## src/rtl/multdiv_ctrl.sv

```systemverilog
// Sequencing controller for the iterative multiply/divide unit in X.
// Latches operands, pulses start, stalls until ready/timeout, emits one result.
//
// Ports:
//   clock, reset                : clock; synchronous active-low reset
//   isMul_x, isDiv_x, rd_x      : mul/div instruction and its rd in X
//   operand_a, operand_b        : bypassed operands in X
//   md_result, md_exception,
//   md_resultRDY                : unit result, exception flag, result valid
//   ctrl_MULT, ctrl_DIV         : one-cycle start pulses to the unit
//   md_operandA, md_operandB    : operands latched at detect
//   isStillMultDiv              : stall for PC, F/D and D/X
//   result_valid, result_out,
//   result_reg, result_exception: one-cycle completion to the X/M latch
//   busy_cycles                 : BUSY cycles elapsed for the current op
module multdiv_ctrl #(
    parameter int unsigned TIMEOUT      = 40,
    parameter logic [4:0]  RSTATUS_REG  = 5'd30,
    parameter logic [31:0] MUL_EXC_CODE = 32'd4,
    parameter logic [31:0] DIV_EXC_CODE = 32'd5
) (
    input  logic        clock,
    input  logic        reset,
    input  logic        isMul_x,
    input  logic        isDiv_x,
    input  logic [4:0]  rd_x,
    input  logic [31:0] operand_a,
    input  logic [31:0] operand_b,
    input  logic [31:0] md_result,
    input  logic        md_exception,
    input  logic        md_resultRDY,
    output logic        ctrl_MULT,
    output logic        ctrl_DIV,
    output logic [31:0] md_operandA,
    output logic [31:0] md_operandB,
    output logic        isStillMultDiv,
    output logic        result_valid,
    output logic [31:0] result_out,
    output logic [4:0]  result_reg,
    output logic        result_exception,
    output logic [5:0]  busy_cycles
);

    typedef enum logic [1:0] {
        S_IDLE,
        S_START,
        S_BUSY,
        S_DONE
    } state_t;

    localparam logic [5:0] TO_LAST = 6'(TIMEOUT - 1);

    state_t      state_q, state_d;
    logic        is_mul_q, is_mul_d;
    logic [4:0]  rd_q, rd_d;
    logic [31:0] opa_q, opa_d;
    logic [31:0] opb_q, opb_d;
    logic        mult_q, mult_d;
    logic        div_q, div_d;
    logic [5:0]  busy_q, busy_d;
    logic        valid_q, valid_d;
    logic [31:0] res_q, res_d;
    logic [4:0]  reg_q, reg_d;
    logic        exc_q, exc_d;
    logic        op_x;
    logic [31:0] exc_code;

    assign op_x     = isMul_x | isDiv_x;
    assign exc_code = is_mul_q ? MUL_EXC_CODE : DIV_EXC_CODE;

    always_comb begin
        state_d  = state_q;
        is_mul_d = is_mul_q;
        rd_d     = rd_q;
        opa_d    = opa_q;
        opb_d    = opb_q;
        mult_d   = 1'b0;
        div_d    = 1'b0;
        busy_d   = busy_q;
        valid_d  = 1'b0;
        res_d    = res_q;
        reg_d    = reg_q;
        exc_d    = exc_q;
        unique case (state_q)
            S_IDLE: begin
                if (op_x) begin
                    // mul wins when both decode bits are set
                    state_d  = S_START;
                    is_mul_d = isMul_x;
                    rd_d     = rd_x;
                    opa_d    = operand_a;
                    opb_d    = operand_b;
                    mult_d   = isMul_x;
                    div_d    = ~isMul_x;
                    busy_d   = 6'd0;
                end
            end
            S_START: begin
                state_d = S_BUSY;
                busy_d  = 6'd0;
            end
            S_BUSY: begin
                busy_d = (busy_q == 6'd63) ? busy_q : busy_q + 6'd1;
                // ready takes priority over a coincident timeout
                if (md_resultRDY) begin
                    state_d = S_DONE;
                    valid_d = 1'b1;
                    exc_d   = md_exception;
                    res_d   = md_exception ? exc_code : md_result;
                    reg_d   = md_exception ? RSTATUS_REG : rd_q;
                end else if (busy_q == TO_LAST) begin
                    state_d = S_DONE;
                    valid_d = 1'b1;
                    exc_d   = 1'b1;
                    res_d   = exc_code;
                    reg_d   = RSTATUS_REG;
                end
            end
            S_DONE: begin
                state_d = S_IDLE;
            end
            default: state_d = S_IDLE;
        endcase
    end

    always_ff @(posedge clock) begin
        if (!reset) begin
            state_q  <= S_IDLE;
            is_mul_q <= 1'b0;
            rd_q     <= 5'd0;
            opa_q    <= 32'd0;
            opb_q    <= 32'd0;
            mult_q   <= 1'b0;
            div_q    <= 1'b0;
            busy_q   <= 6'd0;
            valid_q  <= 1'b0;
            res_q    <= 32'd0;
            reg_q    <= 5'd0;
            exc_q    <= 1'b0;
        end else begin
            state_q  <= state_d;
            is_mul_q <= is_mul_d;
            rd_q     <= rd_d;
            opa_q    <= opa_d;
            opb_q    <= opb_d;
            mult_q   <= mult_d;
            div_q    <= div_d;
            busy_q   <= busy_d;
            valid_q  <= valid_d;
            res_q    <= res_d;
            reg_q    <= reg_d;
            exc_q    <= exc_d;
        end
    end

    // stall is combinational in IDLE so the detect cycle itself holds the pipe
    assign isStillMultDiv = (state_q == S_IDLE && op_x)
                          || state_q == S_START
                          || state_q == S_BUSY;

    assign ctrl_MULT        = mult_q;
    assign ctrl_DIV         = div_q;
    assign md_operandA      = opa_q;
    assign md_operandB      = opb_q;
    assign result_valid     = valid_q;
    assign result_out       = res_q;
    assign result_reg       = reg_q;
    assign result_exception = exc_q;
    assign busy_cycles      = busy_q;

endmodule

```

## config.mk

```make
export PLATFORM = sky130hd
export DESIGN_NAME = multdiv_ctrl
export DESIGN_NICKNAME = d
export VERILOG_FILES = /design/src/rtl/multdiv_ctrl.sv
export SDC_FILE = /design/constraint.sdc
export NUM_CORES = 1
export LEC_CHECK = 0
export CORE_MARGIN = 4
export CORE_UTILIZATION = 30
export CTS_CLUSTER_SIZE = 10
export DETAILED_ROUTE_END_ITERATION = 10
export MAX_ROUTING_LAYER = met4
export REMOVE_ABC_BUFFERS = 1
export SYNTH_ARGS = -nofsm -noshare
export SYNTH_HDL_FRONTEND = slang
export SYNTH_SLANG_ARGS = --single-unit
export TNS_END_PERCENT = 10
```

## constraint.sdc

```tcl
create_clock -name clock -period 2.35 [get_ports clock]
set_input_delay 0.47 -clock clock [delete_from_list [all_inputs] [get_ports clock]]
set_output_delay 0.47 -clock clock [all_outputs]
set_load 0.01 [all_outputs]
```

# Word-level counts from Yosys, hierarchy flattened
# Cells that the tools add are included.
[totals]
word_cells = 53
out_inout_bits = 112
regBits = 119
input_bits = 107
[op_classes]
add_sub_neg = 1
reduce_logical = 12
n_eq_ne = 8
muxes = 18
n_bitwise = 2
[ops]
columns = ["cell", "n"]
rows = [
  ["2-to-1 mux 32 bit", 3],
  ["case mux 6 bit (3 select lines)", 1],
  ["2-to-1 mux 5 bit", 3],
  ["equality test 6 bit, second input constant", 2],
  ["2-to-1 mux 6 bit", 2],
  ["case mux 2 bit (4 select lines)", 1],
  ["AND reduction 2 bit", 4],
  ["adder 6 x 1 -> 6 bit, second input constant", 1],
  ["2-to-1 mux 2 bit", 3],
  ["AND reduction 3 bit", 2],
  ["2-to-1 mux 1 bit", 5],
  ["equality test 2 bit, second input constant", 2],
  ["!= test 2 bit, second input constant", 2],
  ["!= test 3 bit, second input constant", 1],
  ["nonzero test 3 bit", 1],
  ["equality test 2 x 1 -> 1 bit, second input constant", 1],
  ["zero test 2 bit", 1],
  ["logical OR 1 bit", 2],
  ["nonzero test 2 bit", 1],
  ["logical AND 1 bit", 1],
  ["NOT 1 bit", 1],
  ["bitwise OR 1 bit", 1],
]

# Depth between registers and ports, before layout
# Gate-level depths: netlist of run 1.
[logic_depth]
ltp_word = 4
mapped_depth = 8
depth_no_buf = 6

# Worst setup path after synthesis of run 1
# Ideal clock, no wire load.
[synth_timing]
path_kind = "reg2out"
startpoint = "register state_q[0]"
endpoint = "output port isStillMultDiv"
path_buffers = 3
path_stages_with_launch = 8
arrival_ps = 1486
t_required_ps = 1880
path_slack_ps = 394
cell_sequence = "dfxtp_1 -> inv_1 -> ha_1 -> buf_6 -> o21a_1 -> clkbuf_1 -> clkbuf_1 -> or3_1"
[synth_via]
elab_chain_len = 4
word_cells_on_any_way = 6
classes_between = "eq/ne (2); reduce/logical (4)"
[synth_rtl]
columns = ["element", "line", "text"]
rows = [
  ["start: declaration", "53", "state_t state_q, state_d;"],
  ["start signal: assignment", "141", "state_q <= state_d;"],
  ["zero test 2 bit", "157", "assign isStillMultDiv = (state_q == S_IDLE && op_x)"],
  ["logical AND 1 bit", "157", ""],
  ["logical OR 1 bit", "158", "|| state_q == S_START"],
  ["logical OR 1 bit *", "159", "|| state_q == S_BUSY;"],
  ["end: declaration", "36", "output logic isStillMultDiv,"],
]
# Every way passes the cells marked *; elsewhere a longest branch is shown, timed or not.

# Worst setup path in the final report of run 1
# Ends and elaborated chain as after synthesis.

==> results of run 1 <==
-- how the worst min path moves through the flow --
stage | end | slack (ns) | cells past startpoint
3_3_place_gp | md_operandB[2] | 0.44 | 2
4_1_cts | md_operandB[5] | 0.45 | 2
5_1_grt | md_operandA[7] | 0.47 | 2
6_report | md_operandB[11] | 0.45 | 2
2_1_floorplan | rd_q[1] | 0.44 | 2
3_5_place_dp | md_operandB[5] | 0.45 | 2
-- layer usage --
layer  vias to the layer above  track usage, %
met1                      1850            19.9
li1                       2031               -
met4                         0            6.75
met5                         -               -
met2                       169            25.4
met3                        20            7.83
-- layout make-up --
class / count / area, sq um / share of cell area (%)
Inverter: 5 / 18.8 / 0.262
Tap cell: 176 / 220 / 3.08
Timing Repair Buffer: 230 / 2300 / 32.1
Sequential cell: 119 / 2380 / 33.3
Multi-Input combinational cell: 312 / 1650 / 23.1
Clock buffer: 24 / 492 / 6.87
Clock inverter: 8 / 95.1 / 1.33
-- power groups by stage --
stage,combinational (W),clock [W],sequential [W]
after floorplan,0.000923,0,0.00270
after global placement,0.00226,0,0.00256
after detailed placement,0.00228,0,0.00257
after CTS,0.00228,0.00260,0.00254
after global routing,0.00247,0.00269,0.00258
final,0.00222,0.00253,0.00253
-- cells in the mapped netlist (2+ instances only) --
cell type and n:
or2_2 2, o21ai_0 3, or4_1 2, nor3_1 2, o21a_1 4, dfxtp_1 119, buf_2 2, o221a_2 5
mux2i_1 2, a22o_1 31, nand3_1 6, nand2b_1 4, ha_1 4, clkbuf_1 31, o211a_1 2, nand2_1 145
inv_1 5, nor2_1 10, a21oi_1 74
-- what timing repair did --
item | 4_1_cts | 5_1_grt
hold buffers | 0 | 0
setup endpoints to repair | 1 | 0
resized for setup | 1 | 0
endpoints found under the hold margin | 0 | 0
-- worst reg2reg max path: cells and delay by family, from the launching register on --
family | cells | cell delay [ns]
adders and majority gates | 1 | 0.23
AOI/OAI and AO/OA | 1 | 0.13
and+or+nand+nor | 3 | 0.98
buffers and inverters | 2 | 0.24
DFF | 1 | 0.35
-- metrics by stage --
step | hold WS, ns | instances
after floorplan | 0.436 | 436
final | 0.451 | 874
after detailed placement | 0.447 | 842
after global routing | 0.469 | 874
after CTS | 0.454 | 874
after global placement | 0.441 | 842
-- placed cells by master (no fill, tap or decap), types with 3 or more instances in the layout --
cell             instances
clkinv_2                 4
clkdlybuf4s50_1        217
inv_1                    4
clkbuf_1                 3
nand2_1                145
o21ai_0                  3
dfxtp_1                119
nand3_1                  6
o221a_2                  5
a21oi_1                 74
clkbuf_16               17
buf_4                   10
a22o_1                  31
ha_1                     4
clkbuf_8                 4
nor2_1                   9
o21a_1                   3
nand2b_1                 4
-- cells by family after synthesis --
logic type,count (synthesis),synth area share [%]
muxes,2,0.479
adders and majority gates,4,1.20
buffers and inverters,39,3.74
DFF,119,57.0
AOI/OAI and AO/OA,127,19.7
and+or+nand+nor,179,17.9
==> qor.yml, run 1 <==
routing:
  first_iter_violations: 131
  post-route-drc-count: 0
  routed.top_layer: "met4"
  met1_length_um: 5710
  avgViaCountPerCell: 4.66
  firstDrtPassIters: 4
  via_count: 4070
  dr_wl_met2_um: 5790
  wl_per_cell_um: 15.0
  wl_um: 13100
  route.met3.wl_um: 1320
  ant_nets: 0
final_layout:
  area_growth_pct: 71.4
  diodes: 0
  finalNetCount: 796
  final_core_util_pct: 53.2
  layout-drive-gt1-share_pct: 7.74
  final_cell_area_sq_um: 7160
  nFillCells: 1273
timing:
  slew_headroom_pct: 53.2
  rsz0062_at_grt: "no"
  max_freq_mhz: 445
  setup_viol: 0
  fin_skew_ns: 0.00726
  fin_crit_ns: 2.25
  hold_viol: 0
  maxSlewViolCount: 0
  period_share_pct: 95.6
  worstMarginPinSlew_ns: 0.701
  fin_setup_tns_ns: 0
  setup_slack_ns: 0.104
die:
  die_w_um: 126
  start_util_pct: 31.0
  fp.coreArea_sq_um: 13500
  std_cell_rows: 42
  die_height_um: 126
  pin_count: 219
  design.die.area_sq_um: 15900
power:
  clockPowerShare_pct: 34.8
  intPower_w: 0.00510
  power_frac_comb_pct: 30.5
  switching_share_pct: 30.0
  p_sw_w: 0.00218
  cellPowerDensity_nw_per_um2: 1020
  p_leak_nw: 2.72
  fin_total_pwr_w: 0.00729
  seqPwrFrac_pct: 34.7
  irDropWorstVdd_v: 0.000733
synth:
  synth.largest_area_cell: "dfxtp_1"
  netlist_area_sq_um: 4180
  synth-async-reset-ratio_pct: 0
  synth_edf_count: 0
  synth_top_area_share_pct: 57.0
  synth_area_per_cell_sq_um: 8.89
  yosys_warnings: 0
  synth.area.top_cells: "dfxtp_1 (57%), nand2_1 (13%), a21oi_1 (8.9%), a22o_1 (6.5%), clkbuf_1 (2.8%)"
  ys_seq_elements: 119
  syn_inst: 470
  synth-seq-area-share_pct: 57.0
  synthDistinctLibCells: 36
  ys.flop_type: "dfxtp_1"
cts:
  cts_root_buf: "clkbuf_16"
  clk_pin_slew_ns: 0.05
  clock_path_buffers: 2
  cts_max_level: 4
  tritoncts: "yes"
  cts_made_buffers: 17
  clk_latency_ns: 0.41
  cts.sinks: 119
  postCtsSetupBuffers: 0
global_route:
  grt_overflow_total: 0
  antenna_found_initial: 0
  grt_pass1_wl_um: 20900
  grt_start_max_net_pins: 70
  grt_pass1_vias: 4057
  grt_use_total_pct: 17.0
hold_path:
  min_from: "md_operandB[11]"
  min_path_type: "reg2reg"
critical_path:
  startpoint: "state_q[0]"
  reg2reg_slack_ns: 0.32
  end_kind: "output pin"
  worstSetupPathDepth: 5
  max_stage_delay_ns: 0.35
  timing.rr.start: "state_q[0]"
  critPathBufInv: 2
  cpMaxStageDelayCell: "dfxtp_1"
  ff2ff_path_depth: 7
  critPathMaxFanout: 3
  required_ns: 1.88
  cp_cell_sequence: "inv_1, ha_1, o21a_2, or3_1, dlygate4sd2_1"
  endpoint: "isStillMultDiv"
  cp_top_family: "buffers and inverters"
  reg2reg_to: "busy_cycles[4]"
  cp-start-kind: "flop"
  path_class: "reg2out"
  arrival_ns: 1.78
placed_design:
  dp_slack_ns: -0.0405
  finalWeightedCongestion: 0.795
  placed_area_sq_um: 6570
  io_buffers: 218
  hpwl_um: 9390
flow_run:
  maxCapViolCount: 0
outcome:
  status: "completed"
(Power assumes the default switching activity.)
==> inputs of run 2 (changes only) <==
==> constraint.sdc (replaced) <==
create_clock -name clock -period 2.65 [get_ports clock]
set_input_delay 0.53 -clock clock [delete_from_list [all_inputs] [get_ports clock]]
set_output_delay 0.53 -clock clock [all_outputs]
set_load 0.01 [all_outputs]
==> run 2 against run 1 <==
Die area unchanged; global-route usage decreased by 0.21 points; sequential power decreased by 11%; clock-buffer cell count decreased by 1; first-iteration DRC count increased by 21%; sequential share of layout area about the same; register-to-register slack improved by 0.42 ns; combinational power decreased by 12%; cell count decreased by 0.11%; final area about the same; clock skew decreased by 0.0019 ns; via count decreased by 0.37%; critical endpoint unchanged; largest cell class unchanged.
==> qor.yml, run 2 (synthesis gave the netlist of run 1 again) <==
outcome:
  status: "completed"
die:
  design.die.area_sq_um: 15900
  die_w_um: 126
  die_height_um: 126
  fp.coreArea_sq_um: 13500
  std_cell_rows: 42
  pin_count: 219
  start_util_pct: 31.0
cts:
  clk_latency_ns: 0.40
  cts.sinks: 119
  tritoncts: "yes"
  cts_made_buffers: 17
  ctsHoldBuffers: 0
  postCtsSetupBuffers: 0
  clk_pin_slew_ns: 0.05
  cts_max_level: 4
  cts_root_buf: "clkbuf_16"
  cts_resized: 0
  clock_path_buffers: 2
final_layout:
  nFillCells: 1252
  layout-drive-gt1-share_pct: 8.03
  final_common_cell: "clkdlybuf4s50_1"
  finalNetCount: 795
  seq_area_sq_um: 2380
  diodes: 0
  final_core_util_pct: 53.2
  multi_input_area_sq_um: 1660
  final_cell_area_sq_um: 7160
  area_growth_pct: 71.4
  final_cell_mix: "clkdlybuf4s50_1 (218), nand2_1 (145), dfxtp_1 (119)"
power:
  seqPwrFrac_pct: 34.3
  intPower_w: 0.00462
  p_sw_w: 0.00193
  clockPowerShare_pct: 36.0
  p_leak_nw: 2.73
  power_frac_comb_pct: 29.8
  cellPowerDensity_nw_per_um2: 915
  switching_share_pct: 29.5
  irDropWorstVdd_v: 0.000569
timing:
  setup_viol: 0
  maxSlewViolCount: 0
  fin_crit_ns: 2.54
  period_share_pct: 95.7
  rsz0062_at_grt: "no"
  slew_headroom_pct: 53.2
  setup_slack_ns: 0.113
  fin_skew_ns: 0.00541
  worstMarginPinSlew_ns: 0.702
  fin_setup_tns_ns: 0
  max_freq_mhz: 394
  whs_ns: 0.453
  hold_viol: 0
global_route:
  grt_pass1_vias: 4065
  grt_start_max_net_pins: 70
  grt_overflow_total: 0
  antenna_found_initial: 0
  grt_use_total_pct: 16.8
  grt_pass1_wl_um: 20600
placed_design:
  dp_slack_ns: 0.146
  hpwl_um: 9430
  io_buffers: 218
  placed_area_sq_um: 6540
  finalWeightedCongestion: 0.807
flow_run:
  maxCapViolCount: 0
routing:
  first_iter_violations: 159
  wl_um: 13100
  firstDrtPassIters: 4
  via_count: 4055
  avgViaCountPerCell: 4.64
  wl_per_cell_um: 15.0
  post-route-drc-count: 0
  ant_nets: 0
critical_path:
  cp-start-kind: "flop"
  path_class: "reg2out"
  end_kind: "output pin"
  arrival_ns: 2.01
  required_ns: 2.12
  critPathMaxFanout: 9
hold_path:
  min_path_type: "reg2reg"
[run 2: area by class of cell]
| cell class | count | share of cell area [%] |
|---|---|---|
| flip-flops and latches | 119 | 33.3 |
| repair buffers | 229 | 31.6 |
| multi-input cells | 312 | 23.1 |
| well taps | 176 | 3.08 |
| clock inverters | 9 | 1.68 |
| inverters | 5 | 0.262 |
| clock buffers | 23 | 6.96 |
[run 2: worst paths after layout]
kind                        start              end  slack (ns)  cells after the start
hold reg to reg   md_operandB[20]  md_operandB[20]        0.45                      2
setup reg to reg       state_q[0]   busy_cycles[4]        0.74                      6
hold / removal    md_operandB[20]  md_operandB[20]        0.45                      2
setup / recovery       state_q[0]   isStillMultDiv        0.11                      4
[run 2: routing by layer]
metal  share of wire [%]  vias to the layer above  global-route usage, %
met5                   0                        -                      -
met4                 1.4                        0                   6.75
met3                  10                       13                   7.96
met2                  45                      189                   25.9
met1                  43                     1827                   18.8
li1                    -                     2026                      -
[run 2: per-stage QoR]
stage,power [W],std cells
detailed placement,0.00426,841
global placement,0.00422,841
CTS,0.00666,873
global route,0.00695,873
finish,0.00655,873
floorplan,0.00321,436
[run 2: worst max-delay path, cell delays in order, from the launching register on]
cell             delay, ns
dfxtp_1               0.35
inv_1                 0.07
ha_1                  0.30
or3_1                 0.39
clkdlybuf4s50_1       0.48
[run 2: power groups by stage]
stage / sequential, W / clock [W] / combinational [W]
finish: 0.00225 / 0.00236 / 0.00195
floorplan: 0.00239 / 0 / 0.000818
detailed placement: 0.00228 / 0 / 0.00198
global route: 0.00228 / 0.00251 / 0.00216
CTS: 0.00225 / 0.00242 / 0.00199
global placement: 0.00227 / 0 / 0.00196
